`src/rtl/deserializer.sv`:
```
// deserializer: assembles an LSB-first serial frame of max_count+1 bits into a parallel word
// and presents it on a valid/ready output with overrun and frame-abort reporting.
module deserializer #(
   parameter int WIDTH = 32
) (
   input  logic             clk,
   input  logic             resetN,
   input  logic             sdata,
   input  logic             svalid,
   input  logic             sstart,
   input  logic [4:0]       max_count,
   output logic [WIDTH-1:0] pdata,
   output logic             pvalid,
   input  logic             pready,
   output logic             busy,
   output logic [4:0]       count,
   output logic             overrun,
   output logic             frame_err
);
   typedef enum logic {S_IDLE, S_SHIFT} state_t;
   state_t           r_state, w_state_nxt;
   logic [WIDTH-1:0] r_shift, r_pdata;
   logic [4:0]       r_len, r_count;
   logic             r_done, r_pvalid, r_overrun, r_frame_err;
   logic             w_start, w_bit, w_last, w_done;
   assign w_start = svalid && sstart;
   assign w_bit   = svalid && !sstart && (r_state == S_SHIFT);
   assign w_last  = w_bit && (r_count == r_len);
   assign w_done  = (w_start && (max_count == 5'd0)) || w_last;
   always_comb begin
      w_state_nxt = r_state;
      if (w_start)
         w_state_nxt = (max_count == 5'd0) ? S_IDLE : S_SHIFT;
      else if (w_last)
         w_state_nxt = S_IDLE;
   end
   always_ff @(posedge clk or negedge resetN) begin
      if (!resetN)
         r_state <= S_IDLE;
      else
         r_state <= w_state_nxt;
   end
   // a start clears the shift register so bits above the frame length read as zero
   always_ff @(posedge clk or negedge resetN) begin
      if (!resetN) begin
         r_shift     <= '0;
         r_len       <= '0;
         r_count     <= '0;
         r_done      <= 1'b0;
         r_frame_err <= 1'b0;
      end else begin
         if (w_start) begin
            r_shift <= WIDTH'(sdata);
            r_len   <= max_count;
            r_count <= (max_count == 5'd0) ? 5'd0 : 5'd1;
         end else if (w_bit) begin
            r_shift[r_count] <= sdata;
            r_count          <= w_last ? 5'd0 : r_count + 5'd1;
         end
         r_done      <= w_done;
         r_frame_err <= w_start && (r_state == S_SHIFT);
      end
   end
   // a finished word is dropped only when the held word is not being consumed this cycle
   always_ff @(posedge clk or negedge resetN) begin
      if (!resetN) begin
         r_pdata   <= '0;
         r_pvalid  <= 1'b0;
         r_overrun <= 1'b0;
      end else begin
         r_overrun <= 1'b0;
         if (r_done) begin
            if (!r_pvalid || pready) begin
               r_pdata  <= r_shift;
               r_pvalid <= 1'b1;
            end else begin
               r_overrun <= 1'b1;
            end
         end else if (pready) begin
            r_pvalid <= 1'b0;
         end
      end
   end
   assign pdata     = r_pdata;
   assign pvalid    = r_pvalid;
   assign busy      = (r_state == S_SHIFT);
   assign count     = r_count;
   assign overrun   = r_overrun;
   assign frame_err = r_frame_err;
endmodule

```
`config.mk`:
```
export PLATFORM = sky130hd
export DESIGN_NAME = deserializer
export DESIGN_NICKNAME = d
export VERILOG_FILES = /design/src/rtl/deserializer.sv
export SDC_FILE = /design/constraint.sdc
export NUM_CORES = 1
export LEC_CHECK = 0
export CAP_MARGIN = 40
export CORE_MARGIN = 1.5
export CORE_UTILIZATION = 49
export CTS_BUF_LIST = sky130_fd_sc_hd__clkbuf_16
export CTS_CLUSTER_SIZE = 12
export DETAILED_ROUTE_END_ITERATION = 12
export GPL_ROUTABILITY_DRIVEN = 0
export PLACE_DENSITY = 0.88
export SLEW_MARGIN = 30
export SYNTH_ARGS = -nofsm -noshare
export SYNTH_HDL_FRONTEND = slang
export SYNTH_SLANG_ARGS = --single-unit
```
`constraint.sdc`:
```
create_clock -name clk -period 1.6 [get_ports clk]
set_input_delay 0.32 -clock clk [delete_from_list [all_inputs] [get_ports clk]]
set_output_delay 0.32 -clock clk [all_outputs]
set_load 0.01 [all_outputs]
```
==> metrics.csv <==
stage,metric,value,unit
clock_network,path_clk_slew,0.06,ns
synth,yosys.area.top_type,dfrtp_1,
critical_path,slowest_stage,clkdlybuf4s50_1,
sta,final-hold-violation-count,6,
sta,clock.fmax,635,MHz
critical_path,endpoint_kind,output pin,
placement,placed_cells,485,
clock_network,h-tree-depth,3,
synth,yosysWarnings,0,
sta,final-setup-viol-count,0,
power_and_ir_drop,leakage,2.14,nW
synth,ys_seq_elements,79,
flow_run,maxCapViolCount,0,
route,dr.pass1.iters,4,
sta,fin_hold_ws,-0.0169,ns
critical_path,crit_type,flip-flop to output pin,
clock_network,insertion_delay,0.33,ns
grt,grt_pass1_vias,2748,
sta,slew_headroom,65.7,%
finish,nNetsFinal,419,
synth,synthTopCellsByCount,"dfrtp_1, nand2_1, mux2_2, a21oi_1, nand3_1",
finish,finalNonFillerCells,505,
synth,synthFlopType,dfrtp_1,
sta,worst_slack,0.0249,ns
placement,pre_cts_ws,-0.397,ns
clock_network,cts_buffer_depth,2,
grt,grt_pass1_wl,12800,µm
sta,period_share,98.4,%
critical_path,critical-path-top-delay-family,buffers and inverters,
synth,syn_avg_cell_area,10.6,µm²
sta,skew,0.00501,ns
finish,n_antenna_cell,0,
floorplan,io_pins,52,
status,violations,hold timing,
clock_network,tritoncts,yes,
route,wl_per_cell,14.8,µm
hold_path,hold_path_class,input pin to asynchronous set/reset pin,
grt,grt_antenna_before_repair,0,
synth,ys_types,32,
grt,grt_max_degree,80,
finish,area.growth.synth_to_final,31.2,%
critical_path,crit_buf_inv,1,
grt,overflow,0,
synth,netlist_top_cells_area,"dfrtp_1, mux2_2, nand2_1",
clock_network,numCtsBuffers,9,
synth,ys_seq_area_share,55.8,%
finish,nFillCells,527,
sta,drv_slew,0,
placement,place_area,4340,µm²
synth,synthesis.area,3540,µm²
synth,yosysTopAreaCellShare,55.8,%
placement,dpl.hpwl,4860,µm
critical_path,crit_arrival,1.26,ns
power_and_ir_drop,power.density,1140,nW/µm²
synth,synthArstFlopShare,100,%
sta,worstMarginPinSlew,0.512,ns
critical_path,required,1.28,ns
sta,min_period,1.58,ns
floorplan,fp-row-count,30,
synth,syn_inst,334,
route,vias,2702,
grt,track_usage,21.8,%
critical_path,cp_max_fo,2,
clock_network,cts.sinks,79,
finish,drive_above_1_share,24.2,%
critical_path,startpoint_type,flip-flop,
power_and_ir_drop,ir_drop,0.717,mV
floorplan,die_width,88.0,µm
clock_network,holdBufCountCts,0,
synth,syn_nets,349,
critical_path,crit_chain,clkdlybuf4s50_1,
sta,rsz0062_at_grt,true,
status,status,"finished, violations left",
floorplan,core,6910,µm²
placement,io_buffers,51,
route,avgViaCountPerCell,5.35,
synth,synth_edf_count,0,
critical_path,critical_path.max_stage_delay,0.56,ns
route,wirelength,7480,µm
critical_path,worst-r2r-cell-count,6,
critical_path,crit_cells,1,
route,drt_iter0_drc,238,
route,drc,0,
clock_network,cts-root-buf,clkbuf_16,
synth,yosysMostFrequentCell,dfrtp_1,
floorplan,die_height,88.0,µm
floorplan,initial_utilization,51.3,%
finish,stdcell_area,4650,µm²
floorplan,die_area,7750,µm²
finish,utilization,67.3,%
route,ant_nets,0,
[metrics by stage]
stage                     total power, mW  setup TNS (ns)
after floorplan                      2.91               0
after global placement               3.40          -10.06
after detailed placement             3.45          -11.25
after CTS                            5.29               0
after global routing                 5.55          -0.563
final                                5.29               0
[layer usage]
| layer | routed length [µm] | part of all wire, % | track usage (%) | up-vias |
|---|---|---|---|---|
| met5 | 0 | 0 | 0 | - |
| met4 | 192 | 2.6 | 11.5 | 0 |
| met3 | 366 | 4.9 | 4.90 | 18 |
| met2 | 3730 | 50 | 34.2 | 84 |
| met1 | 3180 | 43 | 28.3 | 1311 |
| li1 | - | - | - | 1289 |
[cell families after synthesis]
family,count (synthesis),synth area share (%)
AND/OR/NAND/NOR,126,17.4
multiplexers,40,12.6
XOR/XNOR,5,1.24
buffers and inverters,31,3.74
AO/OA/AOI/OAI,49,7.80
adder cells (fa/ha/maj),4,1.41
flip-flops,79,55.8
[layout by cell type (no fill, tap or decap), drive strengths merged, types with 3 or more instances in the layout]
cell,instances
xor2,5
inv,5
a211oi,3
clkinvlp,4
and3,6
nand3,32
clkbuf,9
clkdlybuf4s50,41
nand2,65
dfrtp,79
nor3b,3
and2,3
o21ai,5
ha,4
and3b,3
mux2,38
nor2,6
a21oi,34
dlygate4sd2,7
buf,36
[area by class of cell]
type                            count  area (µm²)  area share (%)
Tap cell                           96         120            2.58
Clock inverter                      7        41.3           0.888
Timing Repair Buffer               86         821            17.7
Multi-Input combinational cell    224        1450            31.1
Inverter                            4        15.0           0.323
Clock buffer                        9         225            4.84
Sequential cell                    79        1980            42.6
[final timing paths]
kind / slack, ns / start / to
max: 0.02 / pdata[15]$_DFFE_PN0P_ / pdata[15]
min: -0.02 / resetN / r_len[4]$_DFFE_PN0P_
max reg2reg: 0.03 / count[2]$_DFFE_PN0P_ / r_shift[9]$_DFFE_PN0P_
min reg2reg: 0.50 / pdata[23]$_DFFE_PN0P_ / pdata[23]$_DFFE_PN0P_
max in group asynchronous: 1.25 / resetN / count[2]$_DFFE_PN0P_
min in group clk: 0.38 / max_count[3] / r_len[3]$_DFFE_PN0P_
[sequential cells by signal, indices dropped and copies added (netlist names)]
register / cells
busy: 1
count: 5
frame_err: 1
overrun: 1
pdata: 32
pvalid: 1
r_done: 1
r_len: 5
r_shift: 32
[report_power, final]
part           leakage (nW)  internal, mW  switching (mW)  total, mW
sequential             1.07          2.15           0.113       2.26
clock                 0.120          1.03           0.785       1.82
combinational         0.942         0.555           0.652       1.21
[timing repair]
| action | CTS | global route |
|---|---|---|
| endpoints found under the hold margin | 0 | 0 |
| buffers inserted | 4 | 0 |
| resized for setup | 10 | 6 |
| pin swaps | 2 | 0 |
| endpoints found under the setup margin | 9 | 18 |
(Power assumes the default switching activity.)
